==> src/rtl/wave_pkg.sv <==
// Shared encodings, constants and stage bundles for the wave shaper.
// Waveform select codes, midscale, LUT depth and gain FSM states.
package wave_pkg;

  localparam logic [1:0] WAVE_SAW = 2'b00;
  localparam logic [1:0] WAVE_SQR = 2'b01;
  localparam logic [1:0] WAVE_TRI = 2'b10;
  localparam logic [1:0] WAVE_SIN = 2'b11;

  localparam logic [7:0] MIDSCALE  = 8'h80;
  localparam int         LUT_DEPTH = 64;

  typedef enum logic [1:0] {
    IDLE,
    RAMP,
    MUTED
  } gain_state_t;

  typedef struct packed {
    logic [7:0] phase;
    logic [1:0] sel;
  } s1_t;

endpackage

==> src/rtl/sine_quarter_lut.sv <==
// Quarter-wave sine ROM: round(127*sin(pi/2*(i+0.5)/64)).
// Combinational 64x7 table used by the shaping stage.
module sine_quarter_lut
  import wave_pkg::*;
(
  input  logic [5:0] idx,
  output logic [6:0] q
);

  localparam logic [6:0] ROM [LUT_DEPTH] = '{
    7'd2,   7'd5,   7'd8,   7'd11,  7'd14,  7'd17,  7'd20,  7'd23,
    7'd26,  7'd29,  7'd32,  7'd35,  7'd38,  7'd41,  7'd44,  7'd47,
    7'd50,  7'd53,  7'd56,  7'd58,  7'd61,  7'd64,  7'd67,  7'd69,
    7'd72,  7'd74,  7'd77,  7'd79,  7'd82,  7'd84,  7'd86,  7'd89,
    7'd91,  7'd93,  7'd95,  7'd97,  7'd99,  7'd101, 7'd103, 7'd105,
    7'd106, 7'd108, 7'd110, 7'd111, 7'd113, 7'd114, 7'd115, 7'd117,
    7'd118, 7'd119, 7'd120, 7'd121, 7'd122, 7'd123, 7'd124, 7'd124,
    7'd125, 7'd125, 7'd126, 7'd126, 7'd127, 7'd127, 7'd127, 7'd127
  };

  assign q = ROM[idx];

endmodule

==> src/rtl/wave_shaper.sv <==
// Three-stage NCO-to-PWM shaper: capture, waveform map, gain.
// Gain steps by one per emitted sample for click-free changes.
module wave_shaper
  import wave_pkg::*;
#(
  parameter int WIDTH  = 8,
  parameter int GAIN_W = 4
) (
  input  logic              clk,
  input  logic              reset,
  input  logic [WIDTH-1:0]  phase_in,
  input  logic              phase_valid,
  input  logic [1:0]        wave_sel,
  input  logic [GAIN_W-1:0] gain_target,
  input  logic              mute,
  output logic [WIDTH-1:0]  value_out,
  output logic              value_valid,
  output logic              ramp_busy
);

  localparam int PW = WIDTH + GAIN_W + 2;

  s1_t               s1;
  logic              s1_vld;
  logic              s2_vld;
  logic [WIDTH-1:0]  s2_w;
  logic [WIDTH-1:0]  p;
  logic [WIDTH-1:0]  w;
  logic [5:0]        lut_idx;
  logic [6:0]        lut_q;
  logic signed [WIDTH:0]  x;
  logic signed [GAIN_W:0] g_s;
  logic signed [PW-1:0]   prod;
  logic [WIDTH-1:0]  y;

  gain_state_t       state;
  gain_state_t       state_nxt;
  logic [GAIN_W-1:0] gain_cur;
  logic [GAIN_W-1:0] gain_nxt;
  logic [GAIN_W-1:0] eff;

  always_ff @(posedge clk or negedge reset) begin
    if (!reset) begin
      s1_vld <= 1'b0;
      s1     <= '0;
    end else begin
      s1_vld <= phase_valid;
      if (phase_valid) begin
        s1.phase <= phase_in;
        s1.sel   <= wave_sel;
      end
    end
  end

  assign p       = s1.phase;
  assign lut_idx = p[6] ? ~p[5:0] : p[5:0];

  sine_quarter_lut u_lut (
    .idx (lut_idx),
    .q   (lut_q)
  );

  always_comb begin
    w = p;
    unique case (s1.sel)
      WAVE_SAW: w = p;
      WAVE_SQR: w = {WIDTH{p[7]}};
      WAVE_TRI: w = p[7] ? ~{p[6:0], 1'b0}
                         : {p[6:0], 1'b0};
      WAVE_SIN: w = p[7] ? MIDSCALE - {1'b0, lut_q}
                         : MIDSCALE + {1'b0, lut_q};
    endcase
  end

  always_ff @(posedge clk or negedge reset) begin
    if (!reset) begin
      s2_vld <= 1'b0;
      s2_w   <= MIDSCALE;
    end else begin
      s2_vld <= s1_vld;
      if (s1_vld) s2_w <= w;
    end
  end

  // Arithmetic shift floors toward -inf; result always fits 8..247.
  always_comb begin
    x    = $signed({1'b0, s2_w} - {1'b0, MIDSCALE});
    g_s  = $signed({1'b0, gain_cur});
    prod = PW'(x) * PW'(g_s);
    y    = WIDTH'(prod >>> GAIN_W);
  end

  always_ff @(posedge clk or negedge reset) begin
    if (!reset) begin
      value_out   <= MIDSCALE;
      value_valid <= 1'b0;
    end else begin
      value_valid <= s2_vld;
      if (s2_vld) value_out <= y + MIDSCALE;
    end
  end

  // Gain moves only when a sample leaves S3, using the old value there.
  always_comb begin
    eff       = mute ? '0 : gain_target;
    gain_nxt  = gain_cur;
    state_nxt = state;
    if (state == RAMP && s2_vld && gain_cur != eff)
      gain_nxt = (eff > gain_cur) ? gain_cur + 1'b1
                                  : gain_cur - 1'b1;
    unique case (state)
      IDLE: begin
        if (gain_cur != eff) state_nxt = RAMP;
        else if (mute)       state_nxt = MUTED;
      end
      RAMP: begin
        if (gain_nxt == eff)
          state_nxt = mute ? MUTED : IDLE;
      end
      MUTED: begin
        if (!mute)
          state_nxt = (gain_target != '0) ? RAMP : IDLE;
      end
      default: state_nxt = IDLE;
    endcase
  end

  always_ff @(posedge clk or negedge reset) begin
    if (!reset) begin
      state    <= IDLE;
      gain_cur <= '0;
    end else begin
      state    <= state_nxt;
      gain_cur <= gain_nxt;
    end
  end

  assign ramp_busy = (state == RAMP);

endmodule
==> config.mk <==
export PLATFORM = sky130hd
export DESIGN_NAME = wave_shaper
export DESIGN_NICKNAME = d
export VERILOG_FILES = /design/src/rtl/wave_pkg.sv /design/src/rtl/sine_quarter_lut.sv /design/src/rtl/wave_shaper.sv
export SDC_FILE = /design/constraint.sdc
export NUM_CORES = 1
export LEC_CHECK = 0
export ABC_AREA = 1
export CORE_MARGIN = 5
export CORE_UTILIZATION = 54
export CTS_CLUSTER_DIAMETER = 150
export DETAILED_ROUTE_END_ITERATION = 8
export HOLD_SLACK_MARGIN = 0.15
export PLACE_DENSITY = 0.75
export SKIP_LAST_GASP = 1
export SLEW_MARGIN = 15
export SYNTH_ARGS = -nofsm -noshare
export SYNTH_HDL_FRONTEND = slang
export SYNTH_HIERARCHICAL = 1
export SYNTH_SLANG_ARGS = --single-unit
==> constraint.sdc <==
create_clock -name clk -period 4.6 [get_ports clk]
set_clock_uncertainty 0.05 [all_clocks]
set_input_delay 0.92 -clock clk [delete_from_list [all_inputs] [get_ports clk]]
set_output_delay 0.92 -clock clk [all_outputs]
set_load 0.03 [all_outputs]
==> out/metrics.yaml <==
floorplan:
  die_w_um: 96.18
  initial_utilization_pct: 55.29
  die_y_um: 96.18
  fp.coreArea_mm2: 0.007253
  rows: 31
  pin_count: 28
  dieArea_mm2: 0.009250
status:
  run_status: "completed"
timing:
  rsz0062_at_grt: "false"
  finalHoldViolations: 0
  tightest_slew_ns: 0.7875
  period_share_pct: 77.55
  setup_violations: 0
  relSlewSlack_pct: 47.50
  fmax_ghz: 0.2803
  period_needed_ns: 3.567
  finalSetupTns_ns: 0
  slew_viol_final: 0
pwr:
  power.density_mw_per_mm2: 579.3
  p_total_mw: 2.551
  ir_drop_uv: 221.3
  p_leak_nw: 2.498
layout:
  n_fill_cell: 713
  drive_above_1_share_pct: 7.119
  diodes: 0
  nNetsFinal: 674
  final_cells: 703
  area_growth_syn_to_layout_pct: 9.797
  regArea_um2: 878.3
  multi_input_area_mm2: 0.002521
synthesis:
  syn_inst: 584
  yosysTopAreaCellShare_pct: 20.59
  syn_nets: 655
  yosys_warnings: 6
  syn_area_mm2: 0.004010
  seq_area_frac_synth_pct: 21.90
  synth-seq-cells: 35
  synth_area_leaders: "dfrtp_1, nand2_1, ha_1, inv_1, fa_1"
  synthDistinctLibCells: 43
  synth_top_area_cell: "dfrtp_1"
  syn-mean-instance-area_um2: 6.867
global_route:
  grt_pass1_wl_um: 14830
  grt_pass1_vias: 3409
  grt_max_degree: 36
  grt.overflow.total: 0
  grt_use_total_pct: 19.93
  antenna_found_initial: 0
clocking:
  cts_buffer_depth: 2
  post_cts_buffers: 0
  tritoncts: "done"
  cts.sinks: 35
  cts_hold_buf: 0
  clk_pin_slew_ns: 0.08
  cts_resized: 0
  root_buffer: "clkbuf_8"
  cts_buffers: 5
  clk_latency_ns: 0.29
  htree_levels: 2
placed_design:
  gp_congestion: 0.8741
  place_inst: 695
  io_buffers: 27
  dp_hpwl_um: 6760
drt:
  firstDrtPassIters: 4
  wl_per_cell_um: 12.13
  via_count: 3589
  drt_iter0_drc: 81
  ant_nets: 0
  avgViaCountPerCell: 5.105
  drc: 0
  totalWireLength_um: 8525
min_path:
  hold_class: "reg -> reg"
worst_setup_path:
  crit_type: "in -> reg"
  crit_required_ns: 4.73
  critPathLaunchType: "input port"
  critical_path_arrival_ns: 3.70
  worstPathMaxFanout: 7
  end_kind: "flop"
run:
  drv_cap: 0
worst max-delay path: stages:
cell	delay (ns)
clkdlybuf4s50_1	0.49
inv_1	0.11
nand2_1	0.10
inv_1	0.06
ha_1	0.35
nand4_4	0.18
nand2_1	0.18
inv_1	0.07
fa_1	0.38
inv_1	0.06
nand2_1	0.04
nand2_1	0.05
nand3_1	0.11
nand3_1	0.10
nand2_1	0.05
inv_1	0.04
nand2_1	0.04
nor2_1	0.11
nand3_1	0.09
nand2_1	0.08
a21oi_1	0.06
cell families (layout without fill, tap and decap cells):
| kind of cell | Yosys count | in the layout | share of synthesized area (%) |
|---|---|---|---|
| xor+xnor | 12 | 12 | 2.621 |
| simple gates | 257 | 257 | 28.18 |
| fa+ha+maj | 53 | 53 | 19.53 |
| flops | 35 | 35 | 21.90 |
| mux | 3 | 3 | 0.8424 |
| compound gates | 82 | 82 | 11.70 |
| buf+inv | 142 | 162 | 15.23 |
layer usage:
| layer | global-route usage (%) | wire length (um) | vias to the layer above |
|---|---|---|---|
| met5 | 0 | 0 | - |
| met4 | 4.739 | 65 | 0 |
| met3 | 2.658 | 296 | 11 |
| met2 | 35.71 | 4316 | 59 |
| met1 | 25.19 | 3847 | 1667 |
| li1 | - | - | 1852 |
synthesized netlist by cell type:
library cell    n
a211oi_1        1
a21o_1          2
a21oi_1        23
a21oi_2         1
a221oi_1        2
a31oi_1         4
a41oi_1         1
buf_2           3
buf_4           2
buf_6           6
buf_8           1
clkbuf_1        6
dfrtp_1        33
dfstp_2         2
fa_1           16
ha_1           37
inv_1         115
inv_2           7
inv_6           2
mux2_2          3
nand2_1       158
nand2_2         8
nand2_4         1
nand3_1        36
nand3_2         3
nand3b_1        4
nand4_1         3
nand4_4         1
nor2_1         38
nor2_8          1
nor3_1          2
nor3_4          1
nor4_1          1
o211ai_1        1
o21ai_0        39
o21ai_1         2
o21bai_1        1
o21bai_4        1
o221ai_1        1
o22ai_1         1
o41ai_1         2
xnor2_1         2
xor2_1         10
layout make-up:
type	count	area share (%)
timing repair buffer	30	6.536
multi-input combinational	407	57.26
sequential	35	19.95
tap	99	2.813
inverter	124	10.80
clock buffer	5	1.563
clock inverter	3	1.080
registers in the layout, indices dropped and copies added, names as in the netlist:
signal	flops
gain_cur	4
p	8
s1	2
s1_vld	1
s2_vld	1
s2_w	8
state	2
value_out	8
value_valid	1
final timing paths:
check	start	end	slack [ns]	cells after the start
worst max-delay path	mute	state[0]	1.03	21
worst min-delay path	value_out[7]	value_out[7]	0.44	2
worst max register to register	gain_cur[2]	value_out[7]	1.11	16
worst min register to register	value_out[7]	value_out[7]	0.44	2
max in group asynchronous	reset	p[2]	3.35	1
min in group asynchronous	reset	value_out[6]	0.65	1
cells in the final DEF, fill, tap and decap left out, types with 2 or more instances in the layout:
cell             count
nor2_1              38
inv_2                7
o41ai_1              2
buf_4                3
nand2_2              8
a221oi_1             2
a21o_1               2
a21oi_1             23
nand3b_1             4
dfstp_2              2
inv_6                3
o21ai_0             39
xnor2_1              2
ha_1                37
nand3_2              3
fa_1                16
xor2_1              10
clkdlybuf4s50_1     26
inv_1              115
nor3_1               2
nand4_1              3
dfrtp_1             33
nand3_1             36
o21ai_1              2
clkbuf_8             5
a31oi_1              4
nand2_1            158
mux2_2               3
per-stage QoR:
stage | hold slack (ns) | setup slack [ns] | utilization (%) | cell area (um^2)
floorplan | 0.3245 | 1.345 | - | 4010
global placement | 0.4141 | 0.8359 | 59.10 | 4287
detailed placement | 0.4250 | 0.7279 | 59.10 | 4287
CTS | 0.4373 | 1.039 | 60.70 | 4403
global route | 0.4502 | 0.7490 | 60.70 | 4403
finish | 0.4403 | 1.033 | 60.70 | 4403
where the power goes:
group          switching (mW)  total [mW]  internal (mW)
registers               0.118       0.517          0.399
clock network           0.133       0.297          0.164
logic                    1.06        1.74          0.674
total                    1.31        2.55           1.24
Note: power is estimated with default switching activity, not from simulation.
